===== config.mk =====
export PLATFORM = sky130hd
export DESIGN_NAME = iic_ctrl
export DESIGN_NICKNAME = d
export VERILOG_FILES = /design/src/rtl/ov_iic_pkg.sv /design/src/rtl/iic_qtick.sv /design/src/rtl/iic_ctrl.sv
export SDC_FILE = /design/constraint.sdc
export NUM_CORES = 1
export LEC_CHECK = 0
export CAP_MARGIN = 10
export CORE_MARGIN = 1.5
export CORE_UTILIZATION = 50
export DETAILED_ROUTE_END_ITERATION = 10
export PLACE_DENSITY = 0.76
export SLEW_MARGIN = 20
export SYNTH_ARGS = -nofsm -noshare
export SYNTH_HDL_FRONTEND = slang
export SYNTH_SLANG_ARGS = --single-unit

===== constraint.sdc =====
create_clock -name clk_sys -period 4.2 [get_ports clk_sys]
set_input_delay 1.26 -clock clk_sys [delete_from_list [all_inputs] [get_ports clk_sys]]
set_output_delay 1.26 -clock clk_sys [all_outputs]
set_load 0.02 [all_outputs]

===== src/rtl/ov_iic_pkg.sv =====
// rtl/ov_iic_pkg.sv - shared state, status-bit and R/W constants for the SCCB master
package ov_iic_pkg;

  typedef enum logic [3:0] {
    IDLE,
    START,
    TXBYTE,
    RXACK,
    STOP,
    RSTART,
    RXBYTE,
    TXNACK,
    DONE
  } iic_state_e;

  localparam int ST_BUSY = 0;
  localparam int ST_DONE = 1;
  localparam int ST_NACK = 2;
  localparam int ST_RD   = 3;
  localparam int ST_OVR  = 4;

  localparam logic RW_WRITE = 1'b0;
  localparam logic RW_READ  = 1'b1;

endpackage


===== src/rtl/iic_qtick.sv =====
// rtl/iic_qtick.sv - quarter-SCL-period tick divider with enable and sync clear
module iic_qtick #(
  parameter int QDIV   = 250,
  parameter int QDIV_W = 8
) (
  input  logic       clk_sys,
  input  logic       rst,
  input  logic       en,
  input  logic       clr,
  output logic       qtick,
  output logic [1:0] quarter
);

  localparam logic [QDIV_W-1:0] CNT_MAX = QDIV_W'(QDIV - 1);

  logic [QDIV_W-1:0] cnt;

  assign qtick = en && (cnt == CNT_MAX);

  always_ff @(posedge clk_sys) begin
    if (rst || clr) begin
      cnt     <= '0;
      quarter <= '0;
    end else if (qtick) begin
      cnt     <= '0;
      quarter <= quarter + 2'd1;
    end else if (en) begin
      cnt <= cnt + QDIV_W'(1);
    end
  end

endmodule


===== src/rtl/iic_ctrl.sv =====
// rtl/iic_ctrl.sv - SCCB/I2C master running one register write or two-phase read per action
module iic_ctrl
  import ov_iic_pkg::*;
#(
  parameter int QDIV   = 250,
  parameter int QDIV_W = 8
) (
  input  logic       clk_sys,
  input  logic       rst,
  input  logic [7:0] act_iic_write,
  input  logic [7:0] act_iic_read,
  input  logic [7:0] cfg_iic_devid,
  input  logic [7:0] cfg_iic_addr,
  input  logic [7:0] cfg_iic_wdata,
  output logic [7:0] stu_iic_status,
  output logic [7:0] stu_iic_rdata,
  output logic       iic_scl,
  output logic       iic_sda_oe,
  input  logic       iic_sda_i
);

  iic_state_e state, state_nxt;
  logic       qtick, phase_end, sample_pt, tick_en, accept, act_wr, act_rd;
  logic [1:0] quarter;
  logic [6:0] devid_q;
  logic [7:0] addr_q, wdata_q, shreg;
  logic [2:0] bitcnt;
  logic [1:0] byte_idx;
  logic       op_rd, rd_phase2, gap_done;
  logic       sda_s1, sda_s2;
  logic       scl_nxt, oe_nxt;
  logic [4:0] st;
  logic       unused_devid_lsb;

  assign unused_devid_lsb = cfg_iic_devid[0];
  assign act_wr           = |act_iic_write;
  assign act_rd           = |act_iic_read;
  assign accept           = (state == IDLE) && (act_wr || act_rd);
  assign tick_en          = (state != IDLE) && (state != DONE);
  assign phase_end        = qtick && (quarter == 2'd3);
  assign sample_pt        = qtick && (quarter == 2'd2);
  assign stu_iic_status   = {3'b000, st};

  iic_qtick #(
    .QDIV   (QDIV),
    .QDIV_W (QDIV_W)
  ) u_qtick (
    .clk_sys (clk_sys),
    .rst     (rst),
    .en      (tick_en),
    .clr     (accept),
    .qtick   (qtick),
    .quarter (quarter)
  );

  always_ff @(posedge clk_sys) begin
    if (rst) state <= IDLE;
    else     state <= state_nxt;
  end

  always_comb begin
    state_nxt = state;
    scl_nxt   = 1'b1;
    oe_nxt    = 1'b0;
    case (state)
      IDLE:   if (accept) state_nxt = START;
      START: begin
        oe_nxt = quarter[1];
        if (phase_end) state_nxt = TXBYTE;
      end
      TXBYTE: begin
        scl_nxt = quarter[1];
        oe_nxt  = ~shreg[7];
        if (phase_end && bitcnt == 3'd0) state_nxt = RXACK;
      end
      RXACK: begin
        scl_nxt = quarter[1];
        if (phase_end) begin
          if (st[ST_NACK])                    state_nxt = STOP;
          else if (rd_phase2)                 state_nxt = RXBYTE;
          else if (byte_idx == 2'd1 && op_rd) state_nxt = STOP;
          else if (byte_idx == 2'd2)          state_nxt = STOP;
          else                                state_nxt = TXBYTE;
        end
      end
      STOP: begin
        scl_nxt = (quarter != 2'd0);
        oe_nxt  = ~quarter[1];
        if (phase_end)
          state_nxt = (op_rd && !rd_phase2 && !st[ST_NACK]) ? RSTART : DONE;
      end
      // First phase is an idle bus-free gap, second is a normal START condition.
      RSTART: begin
        oe_nxt = gap_done && quarter[1];
        if (phase_end && gap_done) state_nxt = TXBYTE;
      end
      RXBYTE: begin
        scl_nxt = quarter[1];
        if (phase_end && bitcnt == 3'd0) state_nxt = TXNACK;
      end
      TXNACK: begin
        scl_nxt = quarter[1];
        if (phase_end) state_nxt = STOP;
      end
      DONE:    state_nxt = IDLE;
      default: state_nxt = IDLE;
    endcase
  end

  always_ff @(posedge clk_sys) begin
    if (rst) begin
      devid_q   <= '0;
      addr_q    <= '0;
      wdata_q   <= '0;
      shreg     <= '0;
      bitcnt    <= 3'd7;
      byte_idx  <= '0;
      op_rd     <= 1'b0;
      rd_phase2 <= 1'b0;
      gap_done  <= 1'b0;
      sda_s1    <= 1'b1;
      sda_s2    <= 1'b1;
    end else begin
      sda_s1 <= iic_sda_i;
      sda_s2 <= sda_s1;
      if (accept) begin
        devid_q   <= cfg_iic_devid[7:1];
        addr_q    <= cfg_iic_addr;
        wdata_q   <= cfg_iic_wdata;
        op_rd     <= !act_wr;
        rd_phase2 <= 1'b0;
        gap_done  <= 1'b0;
        byte_idx  <= '0;
        bitcnt    <= 3'd7;
      end
      case (state)
        START: if (phase_end) shreg <= {devid_q, RW_WRITE};
        TXBYTE: if (phase_end) begin
          shreg  <= {shreg[6:0], 1'b0};
          bitcnt <= bitcnt - 3'd1;
        end
        RXACK: if (phase_end && state_nxt == TXBYTE) begin
          byte_idx <= byte_idx + 2'd1;
          shreg    <= (byte_idx == 2'd0) ? addr_q : wdata_q;
        end
        RSTART: if (phase_end) begin
          gap_done <= 1'b1;
          if (gap_done) begin
            shreg     <= {devid_q, RW_READ};
            rd_phase2 <= 1'b1;
          end
        end
        RXBYTE: begin
          if (sample_pt) shreg  <= {shreg[6:0], sda_s2};
          if (phase_end) bitcnt <= bitcnt - 3'd1;
        end
        default: ;
      endcase
    end
  end

  always_ff @(posedge clk_sys) begin
    if (rst) begin
      iic_scl       <= 1'b1;
      iic_sda_oe    <= 1'b0;
      st            <= '0;
      stu_iic_rdata <= '0;
    end else begin
      iic_scl    <= scl_nxt;
      iic_sda_oe <= oe_nxt;
      if (act_wr || act_rd) begin
        if (state == IDLE) begin
          st[ST_BUSY] <= 1'b1;
          st[ST_DONE] <= 1'b0;
          st[ST_NACK] <= 1'b0;
          st[ST_OVR]  <= act_wr && act_rd;
        end else begin
          st[ST_OVR] <= 1'b1;
        end
      end
      if (state == RXACK && sample_pt && sda_s2) st[ST_NACK] <= 1'b1;
      if (state == DONE) begin
        st[ST_BUSY] <= 1'b0;
        st[ST_DONE] <= 1'b1;
        st[ST_RD]   <= op_rd;
        if (op_rd && !st[ST_NACK]) stu_iic_rdata <= shreg;
      end
    end
  end

endmodule

==> results of run 1 <==
layer usage:
metal	GRT usage (%)	vias up	share of wire [%]
met3	2.86	13	4.9
li1	-	1702	-
met4	9.79	0	1.8
met5	0	-	0
met1	31.7	1580	47
met2	34.5	114	46
worst max-delay path, stage by stage:
cell             delay (ps)
clkdlybuf4s50_1         400
nor4_1                  380
nand4_1                 220
and2_1                  280
or3_1                   470
a211oi_1                240
per-stage QoR:
stage	setup slack, ps	cell area, um^2
floorplan	1450	3750
global placement	865	4180
detailed placement	832	4180
CTS	1190	4400
global route	1000	4400
finish	1210	4400
cell families (layout without fill, tap and decap cells):
logic type	count (synthesis)	after routing	synth area share [%]
other	1	3	0.100
and+or+nand+nor	189	189	25.3
AOI/OAI and AO/OA	111	111	19.6
muxes	11	11	2.97
adders and majority gates	10	10	3.34
DFF	70	70	37.4
xor gates and xnor gates	8	8	1.87
buffers and inverters	56	94	9.32
area by class of cell:
class,count,area share (%)
Clock buffer,9,2.82
Clock inverter,7,2.19
Inverter,19,1.62
Tap cell,99,2.82
Timing Repair Buffer,59,13.2
Multi-Input combinational cell,332,45.5
Sequential cell,70,31.9
power groups by stage:
stage / sequential [mW] / clock [mW] / combinational, mW
final: 0.698 / 0.598 / 0.136
after global placement: 0.712 / 0 / 0.134
after detailed placement: 0.713 / 0 / 0.137
after CTS: 0.698 / 0.610 / 0.137
after floorplan: 0.707 / 0 / 0.0945
after global routing: 0.701 / 0.642 / 0.149
final timing paths:
path	to	cells past startpoint	start	slack, ps
worst max-delay path	u_qtick.cnt[1]	6	act_iic_write[1]	1210
worst min-delay path	sda_s2	1	sda_s1	410
worst max register to register	shreg[3]	6	state[0]	1240
worst min register to register	sda_s2	1	sda_s1	410
cell usage in the layout (no fill, tap or decap), types with 3 or more instances in the layout:
cell | Yosys | layout
clkdlybuf4s50_1 | 0 | 55
nor4_1 | 6 | 6
buf_4 | 3 | 3
or3_1 | 3 | 3
conb_1 | 1 | 3
a22oi_1 | 9 | 9
nand4_1 | 8 | 8
o31ai_1 | 8 | 8
nor3_1 | 19 | 19
inv_1 | 18 | 18
dfxtp_1 | 70 | 70
xnor2_1 | 5 | 5
a21oi_1 | 45 | 45
o22ai_1 | 8 | 8
ha_1 | 10 | 10
nor2_1 | 50 | 50
a31oi_1 | 11 | 11
or2_2 | 4 | 4
o41ai_1 | 16 | 16
nand2b_1 | 4 | 4
clkbuf_8 | 10 | 9
nand2_1 | 63 | 63
xor2_1 | 3 | 3
nand3_1 | 8 | 8
mux2i_1 | 10 | 10
state kept, by name (all words and copies together) (netlist names), 2 cells and up:
name,cells
addr_q,8
shreg,8
stu_iic_rdata,8
u_qtick.cnt,8
wdata_q,8
devid_q,7
st,5
state,4
bitcnt,3
byte_idx,2
u_qtick.quarter,2
==> metrics, run 1 <==
TritonCTS clock tree yes; Yosys cell types 64; non-filler cells, final 595; vias in the first global route a little under 3000; Gate power share under 10%; max_cap viols 0; asr flop ratio synth 0%; largest area contributor in the netlist dfxtp_1; initial antenna violation count 0; clock sink total 70; count leader, synth dfxtp_1; Initial Utilization 51.6%; Post-CTS Setup Inserts 0; Sw Share 24.4%; CP Launch Type primary input; Worst-Skew Late Latency ~340 ps; DR pass1 iterations 5; cell area after synthesis 3740 um^2; Hold Slack 414 ps; # setup viols final 0; global-route wire length before repair 14000 um; Fin Setup TNS 0 ps; Reg clk slew, reported paths 80 ps; Resize count post-CTS 0; Fmax achieved between 300 and 400 MHz; Slew Viols, Final 0; Yosys top cell area share a little under two fifths; Power Dens Cells roughly 330 nW/um^2; net switching power figure roughly 0.35 mW; Final ANT Viol Nets 0; # IOs 61; GPL Wtd Cong between 0.8 and 0.9; worst vdd ir approximately 0.17 mV; Seq/Total Area, Yosys between 30% and 40%; ratio of final minimum period to clock period 71.3%; layout cell share with drive strength beyond 1 under 10%; placed cells roughly 580; syn_area_per_cell between 8 and 9 um^2; status finished, final reports clean; RSZ-0062 raised after global routing false; CP endpoint kind flip-flop; Rel. slew slack a little under two fifths; yosys warns 0; Top FF cell, synth dfxtp_1; Final Hold Viols 0; Core Area 7250 um^2; pin count of the biggest net entering global routing 54; top post-synthesis cells by area dfxtp_1 37%, nand2_1 6.3%, a21oi_1 6.0%; final setup skew 9.80 ps; Internal roughly 1.1 mW; CTS Hold Bufs 0; vias per cell approximately 5.7; total chip power 1.43 mW; std cell rows 31; area grow syn2layout 17.4%; CTS Buffer Depth 2; Yosys reg bits 70; WL/cell around 14 um; Post-synth EDFFs 0; Inserted Clock Buffers 9; Hold Crit Class reg2reg; footprint of the multi-input gates 2000 um^2; gate count of the mapped netlist between 400 and 500; fillcell total 687; final WL roughly 8500 um; clock power share a little over two fifths; worst-margin pin slew between 900 and 1000 ps; clock root cell clkbuf_8; critical path class in2reg; register area roughly 1400 um^2; vias post-DR ~3400; CP required between 4000 and 5000 ps; most frequent cells after synthesis 70 x dfxtp_1, 63 x nand2_1, 50 x nor2_1; Die H between 80 and 90 um; fin crit period around 3000 ps; sequential power share between 40 and 50%; nets about 540; DRC errors left 0; Leak about 1.6 nW; ant diodes 0; worst-path fanout max 8; die footprint 8020 um^2; total gr overflow 0; die width slightly below 90 um; final core area utilization 60.6%; initial DRC count approximately 240; I/O Buffers 56; Arr. time, crit path between 3000 and 4000 ps; post-detail-place hpwl 5960 um; GRT Util Overall between 20% and 30%; H-tree depth 3
Note: power is estimated with default switching activity, not from simulation.
==> inputs of run 2 (changes only) <==
Clock period 4.2 ns to 2.9 ns, I/O delays scaled along.
==> metrics, run 2 (synthesis gave the netlist of run 1 again) <==
status finished, final reports clean (unchanged); Min-Delay Endpoint sda_s2 (unchanged); layout cell share with drive strength beyond 1 10.7% (was 8.47%); I/O Buffers 56 (unchanged); total gr overflow 0 (unchanged); std cell rows 31 (unchanged); critical path class reg2reg (was in2reg); area grow syn2layout 18.7% (was 17.4%); Slew Viols, Final 0 (unchanged); dpl cell area 4260 um^2 (was 4180 um^2); ratio of final minimum period to clock period around 93%; initial antenna violation count 0 (unchanged); max incr delay on CP 670 ps (was 470 ps); H-tree depth 3 (unchanged); Die H 89.5 um (unchanged); fin crit period 2690 ps; placed cells 590 (was 579); CP endpoint kind flip-flop (unchanged); Initial Utilization 51.6% (unchanged); Fin Setup TNS 0 ps (unchanged); reg2reg path depth 7 (was 6); non-filler cells, final 606 (was 595); Cell Chain, Critical Path ha_2 -> nand4b_4 -> o41a_1 -> or4_4 -> o31ai_1 -> a31oi_1 -> o41ai_1 (was clkdlybuf4s50_1 -> nor4_1 -> nand4_1 -> and2_1 -> or3_1 -> a211oi_1); Power Dens Cells 444 nW/um^2 (was 326 nW/um^2); reg2reg start u_qtick.quarter[1] (was state[0]); GRT Util Overall 23.5% (was 22.5%); CP top delay family compound AO/OA/AOI/OAI gates (was simple AND/OR/NAND/NOR gates); most common cell after layout, fill and taps aside dfxtp_1 (unchanged); die width 89.5 um (unchanged); DRC errors left 0 (unchanged); post-detail-place hpwl 6330 um (was 5960 um); vias per cell 5.67 (was 5.73); Fmax achieved between 300 and 400 MHz; max_cap viols 0 (unchanged); final WL 8840 um (was 8480 um); Hold Path Stages 1 (unchanged); Rel. slew slack 58.8% (was 37.5%); Worst-Skew Late Latency 360 ps (was 340 ps); Leak 1.66 nW (was 1.64 nW); Resize count post-CTS 0 (unchanged); Finished Cell Area 4450 um^2 (was 4400 um^2); CP required 3150 ps (was 4460 ps); final setup skew 11.5 ps (was 9.80 ps); GR Util met1 33.4% (was 31.7%); vias in the first global route 3021 (was 2928); worst-margin pin slew 618 ps (was 938 ps); Slowest-stage cell, CP or4_4 (was or3_1); Arr. time, crit path 2940 ps (was 3260 ps); Hold Slack 430 ps (was 414 ps); global-route wire length before repair 14600 um (was 14000 um); GPL Wtd Cong 0.906 (was 0.873); CP Launch Type flip-flop (was primary input); GR peak layer met2 (unchanged); worst vdd ir 0.240 mV (was 0.172 mV); Post-CTS Setup Inserts 0 (unchanged); DR pass1 iterations 5 (unchanged); total chip power 1.97 mW (was 1.43 mW); Final ANT Viol Nets 0 (unchanged); Core Area 7250 um^2 (unchanged); pin count of the biggest net entering global routing 35 (was 54); initial DRC count 360 (was 244); vias post-DR 3436 (was 3409); CTS Hold Bufs 0 (unchanged); CTS Buffer Depth 2 (unchanged); met2 Usage GRT 35.7% (was 34.5%); WP buf/inv 0 (was 1); ant diodes 0 (unchanged); RSZ-0062 raised after global routing false (unchanged); met3 track demand over resource 4.52% (was 2.86%); Final Hold Viols 0 (unchanged); clock sink total 70 (unchanged); Reg clk slew, reported paths 90 ps (was 80 ps); R2R Path End shreg[1] (was shreg[3]); Inserted Clock Buffers 9 (unchanged); clock root cell clkbuf_8 (unchanged); Hold Crit Class reg2reg (unchanged); most frequent cells in the layout 70 x dfxtp_1, 63 x nand2_1, 55 x clkdlybuf4s50_1, 50 x nor2_1, 45 x a21oi_1 (unchanged); flop2flop setup slack 210 ps (was 1240 ps); worst-path fanout max 16 (was 8); TritonCTS clock tree yes (unchanged); WL/cell 14.6 um (was 14.2 um); # IOs 61 (unchanged); # setup viols final 0 (unchanged); die footprint 8020 um^2 (unchanged); nets 555 (was 544); Worst Hold Launch sda_s1 (unchanged)
[run 2: changes by cell type in the layout (fill, tap and decap cells not counted), sizes merged]
| cell | change |
|---|---|
| buf | +11 |
| bufinv | -2 |
| clkinv | -3 |
| clkinvlp | +2 |
| inv | +3 |
[run 2: metal layers]
layer	wire (um)	up-vias	part of all wire (%)
li1	-	1706	-
met5	0	-	0
met1	3920	1558	44
met3	727	12	8.2
met4	130	0	1.5
met2	4060	160	46
[run 2: worst max path at each step]
stage	start	end	slack, ps	cells after the start
6_report	u_qtick.quarter[1]	shreg[1]	210	7
2_1_floorplan	u_qtick.quarter[1]	shreg[5]	430	10
5_1_grt	u_qtick.quarter[1]	shreg[6]	10	7
4_1_cts	u_qtick.quarter[1]	shreg[1]	210	7
3_3_place_gp	act_iic_write[1]	byte_idx[1]	90	7
3_5_place_dp	act_iic_write[1]	byte_idx[1]	10	7
[run 2: per-stage QoR]
stage | util [%] | setup slack, ps
2_1_floorplan | - | 427
3_3_place_gp | 58.7 | 85.9
3_5_place_dp | 58.7 | 11.6
4_1_cts | 61.3 | 211
5_1_grt | 61.3 | 14.2
6_report | 61.3 | 210
[run 2: final cells by class]
type,instances,area [um^2]
fillers,659,2810
multi-input cells,332,2000
flip-flops and latches,70,1400
repair buffers,70,661
clock buffers,9,124
well taps,99,124
inverters,19,71.3
clock inverters,7,61.3
[run 2: power by group]
part | switching [mW] | internal [mW] | leakage, nW
combinational | 0.113 | 0.101 | 1.01
clock | 0.427 | 0.326 | 0.0888
sequential | 0.0179 | 0.988 | 0.571
total | 0.558 | 1.42 | 1.66
[run 2: worst register-to-register path: stages (launching register included)]
cell      delay (ps)
dfxtp_1          480
ha_2             300
nand4b_4         160
o41a_1           540
or4_4            670
o31ai_1          290
a31oi_1           80
o41ai_1           80
==> inputs of run 3 (changes only) <==
Settings changed: ABC_CLOCK_PERIOD_IN_PS from default to 2900, CAP_MARGIN 10 to 20, SETUP_SLACK_MARGIN from default to 0.5.
==> metrics, run 3 (synthesis gave the netlist of run 1 again) <==
status finished, final reports clean (unchanged); R2R Path End shreg[1] (unchanged); Sw Share 25.7% (was 28.3%); post-detail-place hpwl 6100 um (was 6330 um); reg2reg start u_qtick.cnt[1] (was u_qtick.quarter[1]); Die H 89.5 um (unchanged); max_cap viols 0 (unchanged); area grow syn2layout 26.7% (was 18.7%); TritonCTS clock tree yes (unchanged); # setup viols final 0 (unchanged); Fmax achieved 426 MHz (was 372 MHz); GRT Util Overall 23.0% (was 23.5%); Final Hold Viols 0 (unchanged); pin count of the biggest net entering global routing 37 (was 35); Reg clk slew, reported paths 80 ps (was 90 ps); most common cell after layout, fill and taps aside dfxtp_1 (unchanged); Slew Viols, Final 0 (unchanged); Initial Utilization 51.6% (unchanged); Final ANT Viol Nets 0 (unchanged); CTS Buffer Depth 2 (unchanged); worst-margin pin slew 695 ps (was 618 ps); # IOs 61 (unchanged); Core Area 7250 um^2 (unchanged); total gr overflow 0 (unchanged); final core area utilization 65.4% (was 61.3%); DR pass1 iterations 5 (unchanged); CTS Hold Bufs 0 (unchanged); dpl cell area 4260 um^2 (about the same); Worst Hold Launch sda_s1 (unchanged); worst vdd ir 0.274 mV (was 0.240 mV); vias post-DR 3509 (was 3436); placed cells 590 (unchanged); most frequent cells in the layout 64 x dfxtp_1, 62 x nand2_1, 55 x clkdlybuf4s50_1, 50 x nor2_1, 45 x a21oi_1 (was 70 x dfxtp_1, 63 x nand2_1, 55 x clkdlybuf4s50_1, 50 x nor2_1, 45 x a21oi_1); layout cell share with drive strength beyond 1 17.2% (was 10.7%); Power Dens Cells 452 nW/um^2 (was 444 nW/um^2); Internal 1.59 mW (was 1.42 mW); clock power share 42.3% (was 38.2%); die footprint 8020 um^2 (unchanged); Hold Path Stages 1 (unchanged); total chip power 2.14 mW (was 1.97 mW); H-tree depth 3 (unchanged); global-route wire length before repair 14200 um (was 14600 um); fin crit period 2350 ps (was 2690 ps); CP required 3150 ps (about the same); initial DRC count 264 (was 360); I/O Buffers 56 (unchanged); Gate power share 10.7% (was 10.8%); Fin Setup TNS 0 ps (unchanged); sequential power share 46.9% (was 51.0%); critical path class reg2reg (unchanged); Finished Cell Area 4740 um^2 (was 4450 um^2); Min-Delay Endpoint sda_s2 (unchanged); clock root cell clkbuf_8 (unchanged); vias in the first global route 3070 (was 3021); nets 559 (was 555); CP Launch Type flip-flop (unchanged); Hold Crit Class reg2reg (unchanged); clock sink total 70 (unchanged); net switching power figure 0.550 mW (was 0.558 mW); Leak 1.74 nW (was 1.66 nW); DRC errors left 0 (unchanged); Rel. slew slack 53.6% (was 58.8%); worst-path fanout max 8 (was 16); GPL Wtd Cong 0.915 (was 0.906); final WL 9020 um (was 8840 um); final setup skew 9.97 ps (was 11.5 ps); non-filler cells, final 610 (was 606); flop2flop setup slack 550 ps (was 210 ps); reg2reg path depth 8 (was 7); CP endpoint kind flip-flop (unchanged); initial antenna violation count 0 (unchanged); WL/cell 14.8 um (was 14.6 um); Inserted Clock Buffers 9 (unchanged); std cell rows 31 (unchanged); ant diodes 0 (unchanged); vias per cell 5.75 (was 5.67); Worst-Skew Late Latency 360 ps (about the same); RSZ-0062 raised after global routing true (was false); ratio of final minimum period to clock period 80.9% (was 92.7%); die width 89.5 um (unchanged); Arr. time, crit path 2600 ps (was 2940 ps)
## run 3: power by group through the flow
stage / clock (mW) / sequential, mW / combinational, mW
6_report: 0.907 / 1.01 / 0.230
5_1_grt: 0.957 / 1.01 / 0.252
4_1_cts: 0.920 / 1.01 / 0.213
3_5_place_dp: 0 / 1.03 / 0.210
3_3_place_gp: 0 / 1.03 / 0.207
2_1_floorplan: 0 / 1.02 / 0.137
## run 3: cell type report
cell class / instances / area (um^2)
fill: 610 / 2510
multi-input combinational: 334 / 2220
sequential: 70 / 1410
timing repair buffer: 72 / 683
clock buffer: 9 / 124
tap: 99 / 124
clock inverter: 7 / 104
inverter: 19 / 71.3
## run 3: worst max path at each step
| stage | to | cells after the start | from | slack (ps) |
|---|---|---|---|---|
| after floorplan | shreg[5] | 10 | u_qtick.quarter[1] | 500 |
| after global routing | shreg[0] | 7 | u_qtick.quarter[1] | 470 |
| after CTS | u_qtick.cnt[5] | 7 | act_iic_write[4] | 510 |
| after global placement | byte_idx[0] | 8 | act_iic_read[1] | 130 |
| final | shreg[1] | 8 | u_qtick.cnt[1] | 550 |
| after detailed placement | byte_idx[0] | 8 | act_iic_write[1] | 80 |
## run 3: through the flow
stage                     setup WS [ps]  hold slack, ps
after global routing                472             448
final                               553             429
after CTS                           512             431
after detailed placement           79.0             409
after floorplan                     502             389
after global placement              128             397
## run 3: metal layers
layer | track usage (%) | routed length [um] | up-vias
met5 | 0 | 0 | -
met4 | 9.23 | 199 | 0
met3 | 5.08 | 564 | 22
met2 | 35.7 | 4160 | 146
met1 | 31.0 | 4100 | 1614
li1 | - | - | 1727
## run 3: what timing repair did
| item | 4_1_cts | 5_1_grt |
|---|---|---|
| pin swaps | 3 | 9 |
| setup endpoints to repair | 15 | 50 |
| buffers inserted | 1 | 1 |
| gates resized for setup | 6 | 37 |
| cloned | 1 | 1 |
## run 3: worst max-delay path, stage by stage, from the launching register on
cell and delay (ps):
dfxtp_2 340, inv_1 90, ha_4 140, nand4b_4 150, o41a_1 470, or4_4 620, o31ai_1 290, a31oi_1 70
o41ai_1 60
